===== src/rtl/xd_sync_debounce_pkg.sv =====
// Shared types and helpers for the synchroniser/debouncer slice.
// Holds default parameter values and the debounce counter width rule.
package xd_sync_debounce_pkg;

    localparam int DEF_CH        = 4;
    localparam int DEF_STAGES    = 2;
    localparam int DEF_DB_CYCLES = 4;

    // Registered edge pulses of one channel.
    typedef struct packed {
        logic rise;
        logic fall;
    } edge_t;

    // Counter must be able to represent 0..DB_CYCLES.
    function automatic int cnt_width(input int db_cycles);
        return $clog2(db_cycles + 1);
    endfunction

endpackage


===== src/rtl/xd_sync_debounce_if.sv =====
// Level-input bundle: raw asynchronous levels in, accepted levels and edge pulses out.
// The design drives through the slave modport; the source/observer uses master.
interface xd_sync_debounce_if #(
    parameter int CH = 4
);
    logic [CH-1:0] sig_async;
    logic [CH-1:0] sig_sync;
    logic [CH-1:0] rise;
    logic [CH-1:0] fall;
    logic          any;

    modport slave (
        input  sig_async,
        output sig_sync,
        output rise,
        output fall,
        output any
    );

    modport master (
        output sig_async,
        input  sig_sync,
        input  rise,
        input  fall,
        input  any
    );
endinterface


===== src/rtl/xd_sync_debounce_ch.sv =====
// One channel: STAGES-deep synchroniser, persistence counter, accepted level and edge pulses.
// New level shows on o_level/o_rise/o_fall STAGES+DB_CYCLES edges after the input settles.
module xd_debounce_ch
    import xd_sync_debounce_pkg::*;
#(
    parameter int   STAGES    = 2,
    parameter int   DB_CYCLES = 4,
    parameter logic RST_VAL   = 1'b0
) (
    input  logic clk,
    input  logic rst,
    input  logic i_async,
    output logic o_level,
    output logic o_rise,
    output logic o_fall
);

    localparam int            CW       = cnt_width(DB_CYCLES);
    localparam logic [CW-1:0] CNT_LAST = CW'(DB_CYCLES - 1);

    (* ASYNC_REG = "TRUE" *) logic [STAGES-1:0] r_sync;

    logic [CW-1:0] r_cnt;
    logic          r_lvl;
    edge_t         r_edge;

    logic w_s;
    logic w_diff;
    logic w_accept;

    assign w_s      = r_sync[STAGES-1];
    assign w_diff   = w_s ^ r_lvl;
    assign w_accept = w_diff && (r_cnt == CNT_LAST);

    always_ff @(posedge clk) begin
        if (rst) begin
            r_sync <= {STAGES{RST_VAL}};
        end else begin
            r_sync <= {r_sync[STAGES-2:0], i_async};
        end
    end

    // Any sample that agrees with the accepted level restarts the persistence count.
    always_ff @(posedge clk) begin
        if (rst) begin
            r_lvl  <= RST_VAL;
            r_cnt  <= '0;
            r_edge <= '0;
        end else begin
            r_edge.rise <= w_accept &  w_s;
            r_edge.fall <= w_accept & ~w_s;
            if (!w_diff) begin
                r_cnt <= '0;
            end else if (w_accept) begin
                r_lvl <= w_s;
                r_cnt <= '0;
            end else begin
                r_cnt <= r_cnt + CW'(1);
            end
        end
    end

    assign o_level = r_lvl;
    assign o_rise  = r_edge.rise;
    assign o_fall  = r_edge.fall;

endmodule


===== src/rtl/xd_sync_debounce.sv =====
// Multi-channel synchroniser/debouncer: CH independent channels plus a combined event flag.
// Latency STAGES+DB_CYCLES edges per channel; no backpressure, outputs are levels and pulses.
module xd_sync_debounce
    import xd_sync_debounce_pkg::*;
#(
    parameter int            CH        = DEF_CH,
    parameter int            STAGES    = DEF_STAGES,
    parameter int            DB_CYCLES = DEF_DB_CYCLES,
    parameter logic [CH-1:0] RST_VAL   = '0
) (
    input  logic                 clk,
    input  logic                 rst,
    xd_sync_debounce_if.slave    bus
);

    logic [CH-1:0] w_sync;
    logic [CH-1:0] w_rise;
    logic [CH-1:0] w_fall;

    for (genvar g = 0; g < CH; g++) begin : g_ch
        xd_debounce_ch #(
            .STAGES    (STAGES),
            .DB_CYCLES (DB_CYCLES),
            .RST_VAL   (RST_VAL[g])
        ) u_ch (
            .clk     (clk),
            .rst     (rst),
            .i_async (bus.sig_async[g]),
            .o_level (w_sync[g]),
            .o_rise  (w_rise[g]),
            .o_fall  (w_fall[g])
        );
    end

    assign bus.sig_sync = w_sync;
    assign bus.rise     = w_rise;
    assign bus.fall     = w_fall;
    assign bus.any      = |(w_rise | w_fall);

endmodule


===== src/flat_wrapper.sv =====
// flat-port wrapper written by rule: the top's interface ports become plain ports
module xd_sync_debounce_flat import xd_sync_debounce_pkg::*;
#(
    parameter int            CH        = DEF_CH,
    parameter int            STAGES    = DEF_STAGES,
    parameter int            DB_CYCLES = DEF_DB_CYCLES,
    parameter logic [CH-1:0] RST_VAL   = '0
)
  (clk, rst, bus_sig_async, bus_sig_sync, bus_rise, bus_fall, bus_any);
  xd_sync_debounce_if #(.CH(CH)) bus_i ();
  input  logic clk;
  input  logic rst;
  input wire logic [$bits(bus_i.sig_async)-1:0] bus_sig_async;
  output wire logic [$bits(bus_i.sig_sync)-1:0] bus_sig_sync;
  output wire logic [$bits(bus_i.rise)-1:0] bus_rise;
  output wire logic [$bits(bus_i.fall)-1:0] bus_fall;
  output wire logic [$bits(bus_i.any)-1:0] bus_any;
  assign bus_i.sig_async = bus_sig_async;
  assign bus_sig_sync = bus_i.sig_sync;
  assign bus_rise = bus_i.rise;
  assign bus_fall = bus_i.fall;
  assign bus_any = bus_i.any;
  xd_sync_debounce #(.CH(CH), .STAGES(STAGES), .DB_CYCLES(DB_CYCLES), .RST_VAL(RST_VAL)) u_core (.clk(clk), .rst(rst), .bus(bus_i));
endmodule

===== config.mk =====
export PLATFORM = sky130hd
export DESIGN_NAME = xd_sync_debounce_flat
export DESIGN_NICKNAME = d
export VERILOG_FILES = /design/src/rtl/xd_sync_debounce_pkg.sv /design/src/rtl/xd_sync_debounce_if.sv /design/src/rtl/xd_sync_debounce_ch.sv /design/src/rtl/xd_sync_debounce.sv /design/src/flat_wrapper.sv
export SDC_FILE = /design/constraint.sdc
export NUM_CORES = 1
export LEC_CHECK = 0
export CELL_PAD_IN_SITES_DETAIL_PLACEMENT = 0
export CELL_PAD_IN_SITES_GLOBAL_PLACEMENT = 2
export CORE_UTILIZATION = 37
export CTS_BUF_LIST = sky130_fd_sc_hd__clkbuf_4 sky130_fd_sc_hd__clkbuf_8 sky130_fd_sc_hd__clkbuf_16
export CTS_CLUSTER_SIZE = 14
export DETAILED_ROUTE_END_ITERATION = 12
export PLACE_DENSITY_LB_ADDON = 0.15
export SETUP_SLACK_MARGIN = 0.02
export SLEW_MARGIN = 40
export SYNTH_ARGS = -nofsm -noshare
export SYNTH_HDL_FRONTEND = slang
export SYNTH_SLANG_ARGS = --single-unit

===== constraint.sdc =====
create_clock -name clk -period 2.1 [get_ports clk]
set_input_delay 0.42 -clock clk [delete_from_list [all_inputs] [get_ports clk]]
set_output_delay 0.42 -clock clk [all_outputs]
set_load 0.01 [all_outputs]

# Word level (Yosys, flattened, before mapping)
# Cells that the tools add are included.
[word_totals]
reg_bits = 32
out_inout_bits = 13
word_cells = 62
[op_classes]
add_sub_neg = 4
n_eq_ne = 4
n_bitwise = 21
reduce_logical = 13
[op_table]
columns = ["op", "n"]
rows = [
  ["$add A3 B1 Y3 const B", 4],
  ["$eq A3 B2 Y1 const B", 4],
  ["$reduce_or A3 Y1", 4],
  ["$and A1 B1 Y1", 8],
  ["$not A1 Y1", 8],
  ["$reduce_and A2 Y1", 4],
  ["$logic_and A1 B1 Y1", 4],
  ["$or A4 B4 Y4", 1],
  ["$reduce_or A4 Y1", 1],
  ["$xor A1 B1 Y1", 4],
]

# Logic depth before layout (Yosys ltp)
# Gate-level depths: netlist (run 1).
[depth]
word_depth = 3
mapped_depth = 4
ltp_nobuf = 4

# Hierarchy
# From an unflattened synthesis (run 1), not the netlist that was laid out.
[unflattened]
hier_cells = 87
hier_area_um2 = 1122.3
[by_module_without_submodules]
columns = ["mod", "n_inst", "cells_each", "area_per_inst_um2", "seq_area_each_um2"]
rows = [
  ["xd_debounce_ch", 4, 21, 276.5, 160.2],
  ["xd_sync_debounce", 1, 3, 16.3, 0.0],
]

# Worst setup path after synthesis (run 1)
# No wires, ideal clock.
[synth_path]
path_type = "flip-flop to flip-flop"
startpoint = "reg u_core.g_ch[1].u_ch.r_cnt[0]"
endpoint = "reg, netlist name u_core.g_ch[1].u_ch.o_fall"
setup_time_ns = 0.117
t_arrival_ns = 0.978
path_slack_ns = 1.005
path_stages_with_launch = 4
path_buffers = 0
synth_period_minus_slack_ns = 1.095
path_cell_list = "dfxtp_1 -> ha_1 -> ha_1 -> and4bb_2"
[synth_via]
elab_chain_len = 3
[synth_rtl]
columns = ["element", "line_no", "text"]
rows = [
  ["from (decl)", "xd_sync_debounce_ch.sv:23", "logic [CW-1:0] r_cnt;"],
  ["from (signal assigned)", "xd_sync_debounce_ch.sv:58", "r_cnt <= r_cnt + CW'(1);"],
  ["$eq A3 B2 Y1", "xd_sync_debounce_ch.sv:33", "assign w_accept = w_diff && (r_cnt == CNT_LAST);"],
  ["$logic_and A1 B1 Y1", "xd_sync_debounce_ch.sv:33", ""],
  ["$and A1 B1 Y1", "xd_sync_debounce_ch.sv:51", "r_edge.fall <= w_accept & ~w_s;"],
]
# No other way between the ends.
# A chain may end at the register's enable or synchronous reset.

# Final worst setup path (run 1)
[layout_path]
startpoint = "reg, netlist name u_core.g_ch[0].u_ch.o_fall"
endpoint = "out bus_any"
[layout_via]
elab_chain_len = 2
[layout_rtl]
columns = ["element", "line_no", "text"]
rows = [
  ["$or A4 B4 Y4", "xd_sync_debounce.sv:38", "assign bus.any = |(w_rise | w_fall);"],
  ["$reduce_or A4 Y1", "xd_sync_debounce.sv:38", ""],
  ["to (decl)", "flat_wrapper.sv:17", "output wire logic [$bits(bus_i.any)-1:0] bus_any;"],
]
# No other way between the ends.

==> results of run 1 <==
-- Yosys cell counts --
| library cell | n | area, µm² |
|---|---|---|
| nor2b_1 | 8 | 50.1 |
| nor4b_2 | 4 | 60.1 |
| buf_6 | 3 | 33.8 |
| nor4_1 | 8 | 50.1 |
| ha_1 | 8 | 100 |
| nor2_1 | 4 | 15.0 |
| dfxtp_1 | 32 | 641 |
| buf_4 | 12 | 90.1 |
| xnor2_1 | 4 | 35.0 |
| mux2i_1 | 4 | 40.0 |
| nor4_2 | 2 | 25.0 |
| and4bb_2 | 8 | 100 |
| inv_1 | 4 | 15.0 |
| nand2_1 | 1 | 3.75 |
-- cell families (layout without fill, tap and decap cells) --
family / Yosys count / after routing
AND/OR/NAND/NOR: 35 / 35
flip-flops: 32 / 32
buffers and inverters: 19 / 31
adder cells (fa/ha/maj): 8 / 8
XOR/XNOR: 4 / 4
multiplexers: 4 / 4
-- layer usage --
metal	share of wire, %	wire (µm)
met1	53	846
met2	42	659
met3	3.8	60
met4	0.95	15
met5	0	0
-- state kept, by name, summed over array words and instances, names as in the netlist --
register	count
u_core.g_ch.u_ch.r_cnt	12
u_core.g_ch.u_ch.r_sync	8
u_core.g_ch.u_ch.o_fall	4
u_core.g_ch.u_ch.o_level	4
u_core.g_ch.u_ch.o_rise	4
-- per-stage QoR --
stage / cell area (µm²) / power (mW) / cells / util (%) / hold slack, ns
6_report: 1460 / 1.03 / 158 / 46.8 / 0.429
5_1_grt: 1460 / 1.09 / 158 / 46.8 / 0.464
4_1_cts: 1460 / 1.05 / 158 / 46.6 / 0.435
3_5_place_dp: 1390 / 0.674 / 150 / 44.4 / 0.421
3_3_place_gp: 1390 / 0.673 / 150 / 44.4 / 0.414
2_1_floorplan: 1260 / 0.661 / 102 / - / 0.405
-- what timing repair did --
| item | in CTS | in global routing |
|---|---|---|
| gates resized for setup | 0 | 1 |
| setup buffers | 0 | 0 |
| setup endpoints to repair | 0 | 1 |
-- report_power, final --
part | internal [mW] | switching (mW) | leakage, nW
registers | 0.616 | 0.00511 | 0.260
logic | 0.0223 | 0.0156 | 0.230
clock network | 0.191 | 0.184 | 0.0394
total | 0.829 | 0.205 | 0.529
-- final cells by class --
type	count	area, µm²	area share (%)
Multi-Input combinational cell	51	485	33.2
Tap cell	44	55.1	3.76
Inverter	4	15.0	1.03
Sequential cell	32	641	43.8
Timing Repair Buffer	19	200	13.7
Clock buffer	8	66.3	4.53
-- final timing paths --
check | startpoint | to | cells past startpoint
max | u_core.g_ch[0].u_ch.o_fall | bus_any | 3
min | u_core.g_ch[2].u_ch.r_cnt[0] | u_core.g_ch[2].u_ch.r_cnt[0] | 1
max reg2reg | u_core.g_ch[1].u_ch.r_cnt[0] | u_core.g_ch[1].u_ch.r_cnt[2] | 3
min reg2reg | u_core.g_ch[2].u_ch.r_cnt[0] | u_core.g_ch[2].u_ch.r_cnt[0] | 1
-- layout by cell type, fill, tap and decap left out --
master	instances
dfxtp_1	32
clkdlybuf4s50_1	18
nor2b_1	8
and4bb_2	8
ha_1	8
nor4_1	7
clkbuf_4	7
inv_1	4
xnor2_1	4
nor4b_2	4
mux2i_1	4
nor2_1	4
nor4_2	3
nand2_1	1
clkbuf_8	1
buf_12	1
-- critical path: cells and delay by family, from the launching register on --
kind | cells | cell delay [ns]
buffers and inverters | 1 | 0.48
DFF | 1 | 0.33
and+or+nand+nor | 2 | 0.36
==> key figures, run 1 <==
Outcome
  • Status: finished clean

Global route
  • GRT Residual Overflow: 0
  • First-pass GRT wire length: 2.60 mm
  • Gr usage total: 10.2%
  • Met2 usage: 13.7%
  • Vias in the first global route: 597
  • Largest net degree at the start of global routing: 33
  • Antenna violations before repair: 0
  • Met1 GRT Util: 13.3%
  • Busiest grt layer: met2
  • Met3 Use GR: 4.55%

Critical path
  • Critical path endpoint category: output port
  • WP data required: 1.68 ns
  • Max incr delay on CP: about 0.48 ns
  • Critical Path, Cell by Cell: nor4_2, nand2_1, clkdlybuf4s50_1
  • Crit start category: flip-flop
  • Worst path slowest cell: clkdlybuf4s50_1
  • Crit-path max FO: 2
  • Reg2reg setup slack: 0.91 ns
  • Crit Path Category: reg2out
  • Crit path DAT: around 1.5 ns

Die
  • Core area: 0.00313 mm²
  • Chip height: 60.3 µm
  • Initial Util: 40.2%
  • Num ports: 19
  • Die width: 60.3 µm
  • Row count: 20
  • Die ar.: 0.00364 mm²

Clock tree
  • CTS Buf Count: 5
  • Clk_lat worst skew: 0.31 ns
  • CTS H-tree lvls: 2
  • Longest Clk Path Bufs: 2
  • Register clock-pin slew on the reported worst setup and hold paths: 0.10 ns
  • Clock Sink Count: 32
  • CTS hold repair buffers: 0
  • CTS tree: yes
  • Clock root buffer master: clkbuf_4

STA
  • Final setup margin: 0.220 ns
  • Final Hold Viols: 0
  • Max Slew Vio Count: 0
  • Worst Skew: 0.00587 ns
  • Fmax: 532 MHz
  • RSZ-0062 raised after global routing: false
  • Minimum clock period: 1.88 ns
  • Setup TNS: 0 ns
  • Final setup fails: 0
  • Worst-margin pin slew: 0.403 ns
  • Slew headroom: 72.9%
  • Tcrit/Tclk final: 89.5%

Yosys
  • Mux cell area share after synthesis: 3.18%
  • Synth Area in Adders: 7.95%
  • Avg Inst Size Synth: 12.3 µm²
  • Count of cell types in the netlist: 14
  • Syn. warnings: 0
  • Yosys reg bits: 32
  • Compound-gate portion of the synthesized area: 0%
  • Syn_nets: 116
  • Sequential fraction of the synthesis area: 50.9%
  • Xor/xnor share of the synthesized area: 2.78%
  • Largest family of logic cells by synthesized area: simple AND/OR/NAND/NOR gates
  • Syn Std Cell Area: approximately 0.0013 mm²
  • Gate count of the mapped netlist: 102
  • Simple-Gate Fraction of Synth Area: 24.2%

Placed design
  • Port-buffer cells: 18
  • Placer Congestion: 0.624
  • Setup WS pre-CTS: between 0.4 and 0.5 ns
  • Dpl hpwl: approximately 1.1 mm

Route
  • Routed Antenna Nets: 0
  • DR DRC count: 0
  • Initial drt markers: 3
  • Final WL: ~1.6 mm
  • Vias per cell: 4.41
  • Via count: about 700
  • Initial DRT Pass Iterations: 3
  • Routed wire per std cell: 10.0 µm

Final layout
  • Number of fill cells: 293
  • # diodes: 0
  • Layout cells sized above 1: about a fifth
  • Area Overhead vs Synth: 16.2%
  • NumNets Final: about 130

Flow run
  • MaxCap Viol Count: 0

Hold path
  • Hold Path Class: reg2reg

Pwr
  • Max VDD drop: 0.454 mV
  • PD cells: about 710 mW/mm²
  • Lkg Pwr: around 0.53 nW
(Power assumes the default switching activity.)
==> run 2, diff against run 1 <==
--- a/config.mk
+++ b/config.mk
@@ -7,10 +7,11 @@
 export LEC_CHECK = 0
 export CELL_PAD_IN_SITES_DETAIL_PLACEMENT = 0
 export CELL_PAD_IN_SITES_GLOBAL_PLACEMENT = 2
-export CORE_UTILIZATION = 37
+export CORE_UTILIZATION = 43
 export CTS_BUF_LIST = sky130_fd_sc_hd__clkbuf_4 sky130_fd_sc_hd__clkbuf_8 sky130_fd_sc_hd__clkbuf_16
 export CTS_CLUSTER_SIZE = 14
 export DETAILED_ROUTE_END_ITERATION = 12
+export DONT_BUFFER_PORTS = 1
 export PLACE_DENSITY_LB_ADDON = 0.15
 export SETUP_SLACK_MARGIN = 0.02
 export SLEW_MARGIN = 40
==> run 2 against run 1 <==
  * Non-clock buffer count shrank 19
  * Wire length shrank 2.9%
  * Sequential power is essentially flat
  * Critical path depth shrank 1
  * Total power shrank 1.6%
  * Die area shrank 14%
  * First-iteration DRC count grew to 6.0 times the previous value
  * Worst setup slack gained 0.32 ns
  * Highest routed layer unchanged
  * Largest cell class unchanged
  * Combinational power shrank 58%
  * Clock skew shrank 0.0014 ns
  * Final cell count shrank 20%
  * Clock-buffer cell count is the same
==> key figures, run 2 (synthesis results as in run 1) <==
STA
  • Tcrit/Tclk final: 74.1% (-15 points)
  • Worst-margin pin slew: 0.353 ns (-0.0506 ns)
  • Slew headroom: 76.3% (+3.4 points)
  • Final Hold Viols: 0 (unchanged)
  • RSZ-0062 raised after global routing: false
  • Minimum clock period: 1.56 ns (-0.323 ns)
  • Worst Skew: 0.00451 ns (-0.00136 ns)
  • Final setup fails: 0 (unchanged)
  • Fmax: 642 MHz (+21%)
  • Setup TNS: 0 ns (unchanged)
  • Max Slew Vio Count: 0 (unchanged)

Clock tree
  • Clk_lat worst skew: 0.32 ns (about the same)
  • Clock Sink Count: 32 (unchanged)
  • Clock root buffer master: clkbuf_4
  • CTS hold repair buffers: 0 (unchanged)
  • CTS Buf Count: 5 (unchanged)
  • CTS H-tree lvls: 2 (unchanged)
  • Register clock-pin slew on the reported worst setup and hold paths: 0.09 ns (about the same)
  • Post-CTS Setup Inserts: 0 (unchanged)
  • Longest Clk Path Bufs: 2 (unchanged)
  • CTS tree: yes
  • Cts repair resizes: 0 (unchanged)

Die
  • Chip height: 56.1 µm (-7.0%)
  • Num ports: 19 (unchanged)
  • Die ar.: 0.00315 mm² (-14%)
  • Initial Util: 45.6% (+5.4 points)
  • Die width: 56.1 µm (-7.0%)
  • Core area: 0.00276 mm² (-12%)
  • Row count: 19 (-5.0%)

Critical path
  • Crit path DAT: 1.14 ns (-0.32 ns)
  • Crit Path Category: reg2out
  • Crit-path max FO: 2 (unchanged)
  • Crit start category: flip-flop
  • Critical path endpoint category: output port
  • Worst path slowest cell: dfxtp_1
  • Critical Path, Cell by Cell: nor4_1, nand2_1
  • Max incr delay on CP: 0.35 ns (-0.13 ns)
  • WP data required: 1.68 ns (about the same)

Placed design
  • Port-buffer cells: 0 (-18)
  • Placer Congestion: 0.670 (+7.4%)
  • Dpl hpwl: 1.02 mm (-5.0%)

Route
  • Final WL: 1.54 mm (-2.9%)
  • Initial drt markers: 18 (+15)
  • Initial DRT Pass Iterations: 4 (+1)
  • Routed Antenna Nets: 0 (unchanged)
  • Routed wire per std cell: 12.2 µm (+22%)
  • Via count: 643 (-7.6%)
  • DR DRC count: 0 (unchanged)
  • Vias per cell: 5.10 (+16%)

Pwr
  • Lkg Pwr: 0.454 nW (-14%)
  • PD cells: 820 mW/mm² (+16%)
  • Overall Power: 1.02 mW (-1.6%)
  • Max VDD drop: 0.558 mV (+23%)

Final layout
  • Max reg flops: 12 (unchanged)
  • Area Overhead vs Synth: -1.49%
  • Top flop regs: u_core.g_ch.u_ch.r_cnt (12), u_core.g_ch.u_ch.r_sync (8)
  • Layout cells sized above 1: 23.2% (+2.1 points)
  • Commonest non-fill, non-tap cell in the layout: dfxtp_1
  • # diodes: 0 (unchanged)
  • Most frequent cells in the layout: dfxtp_1, nor4_1, nor2b_1, and4bb_2, ha_1
  • NumNets Final: 108 (-15%)
  • Most flops, register: u_core.g_ch.u_ch.r_cnt

Global route
  • GRT Residual Overflow: 0 (unchanged)
  • Vias in the first global route: 569 (-4.7%)
  • Antenna violations before repair: 0 (unchanged)
  • First-pass GRT wire length: 2.62 mm (+0.81%)
  • Gr usage total: 11.5% (+1.4 points)
  • Largest net degree at the start of global routing: 33 (unchanged)

Hold path
  • Hold Path Class: in2reg

Flow run
  • MaxCap Viol Count: 0 (unchanged)

Outcome
  • Status: finished clean
==> run 2: changes by cell type in the layout (fill, tap and decap cells not counted) <==
cell,previous run,this run
buf_12,1,0
clkdlybuf4s50_1,18,0
nor4_1,7,8
nor4_2,3,2
==> run 2: power breakdown <==
| group | leakage [nW] | total (mW) | switching (mW) | internal (mW) |
|---|---|---|---|---|
| combinational | 0.155 | 0.0159 | 0.00507 | 0.0108 |
| clock | 0.0394 | 0.380 | 0.189 | 0.191 |
| sequential | 0.260 | 0.621 | 0.00522 | 0.616 |
==> run 2: final timing paths <==
path / from / endpoint / slack [ns] / cells past startpoint
max: u_core.g_ch[0].u_ch.o_fall / bus_any / 0.54 / 2
min: rst / u_core.g_ch[0].u_ch.o_level / 0.16 / 1
max reg2reg: u_core.g_ch[3].u_ch.r_cnt[0] / u_core.g_ch[3].u_ch.r_cnt[2] / 0.90 / 3
min reg2reg: u_core.g_ch[0].u_ch.r_cnt[0] / u_core.g_ch[0].u_ch.r_cnt[0] / 0.43 / 1
==> run 2: through the flow <==
stage	hold WS (ns)	cells	cell area (µm²)	utilization (%)	worst slack [ns]
after floorplan	0.405	102	1260	-	1.00
after global placement	0.412	118	1170	42.6	0.879
after detailed placement	0.419	118	1170	42.6	0.861
after CTS	0.138	126	1240	45.0	0.489
after global routing	0.121	126	1240	45.0	0.374
final	0.160	126	1240	45.0	0.543
==> run 2: critical path: cells and delay by family (launching register included) <==
kind | cells | cell delay [ns]
and+or+nand+nor | 2 | 0.47
DFF | 1 | 0.35
==> run 2: final cells by class <==
type,count,area [µm²]
fillers,270,1520
well taps,31,38.8
multi-input cells,51,479
clock buffers,8,66.3
flip-flops and latches,32,641
inverters,4,15.0
==> run 2: per-layer routing <==
layer | vias up | GRT usage (%) | part of all wire [%]
li1 | 336 | - | -
met1 | 284 | 15.8 | 52
met2 | 18 | 13.1 | 37
met3 | 5 | 6.98 | 8.2
met4 | 0 | 7.32 | 2.7
met5 | - | 0 | 0
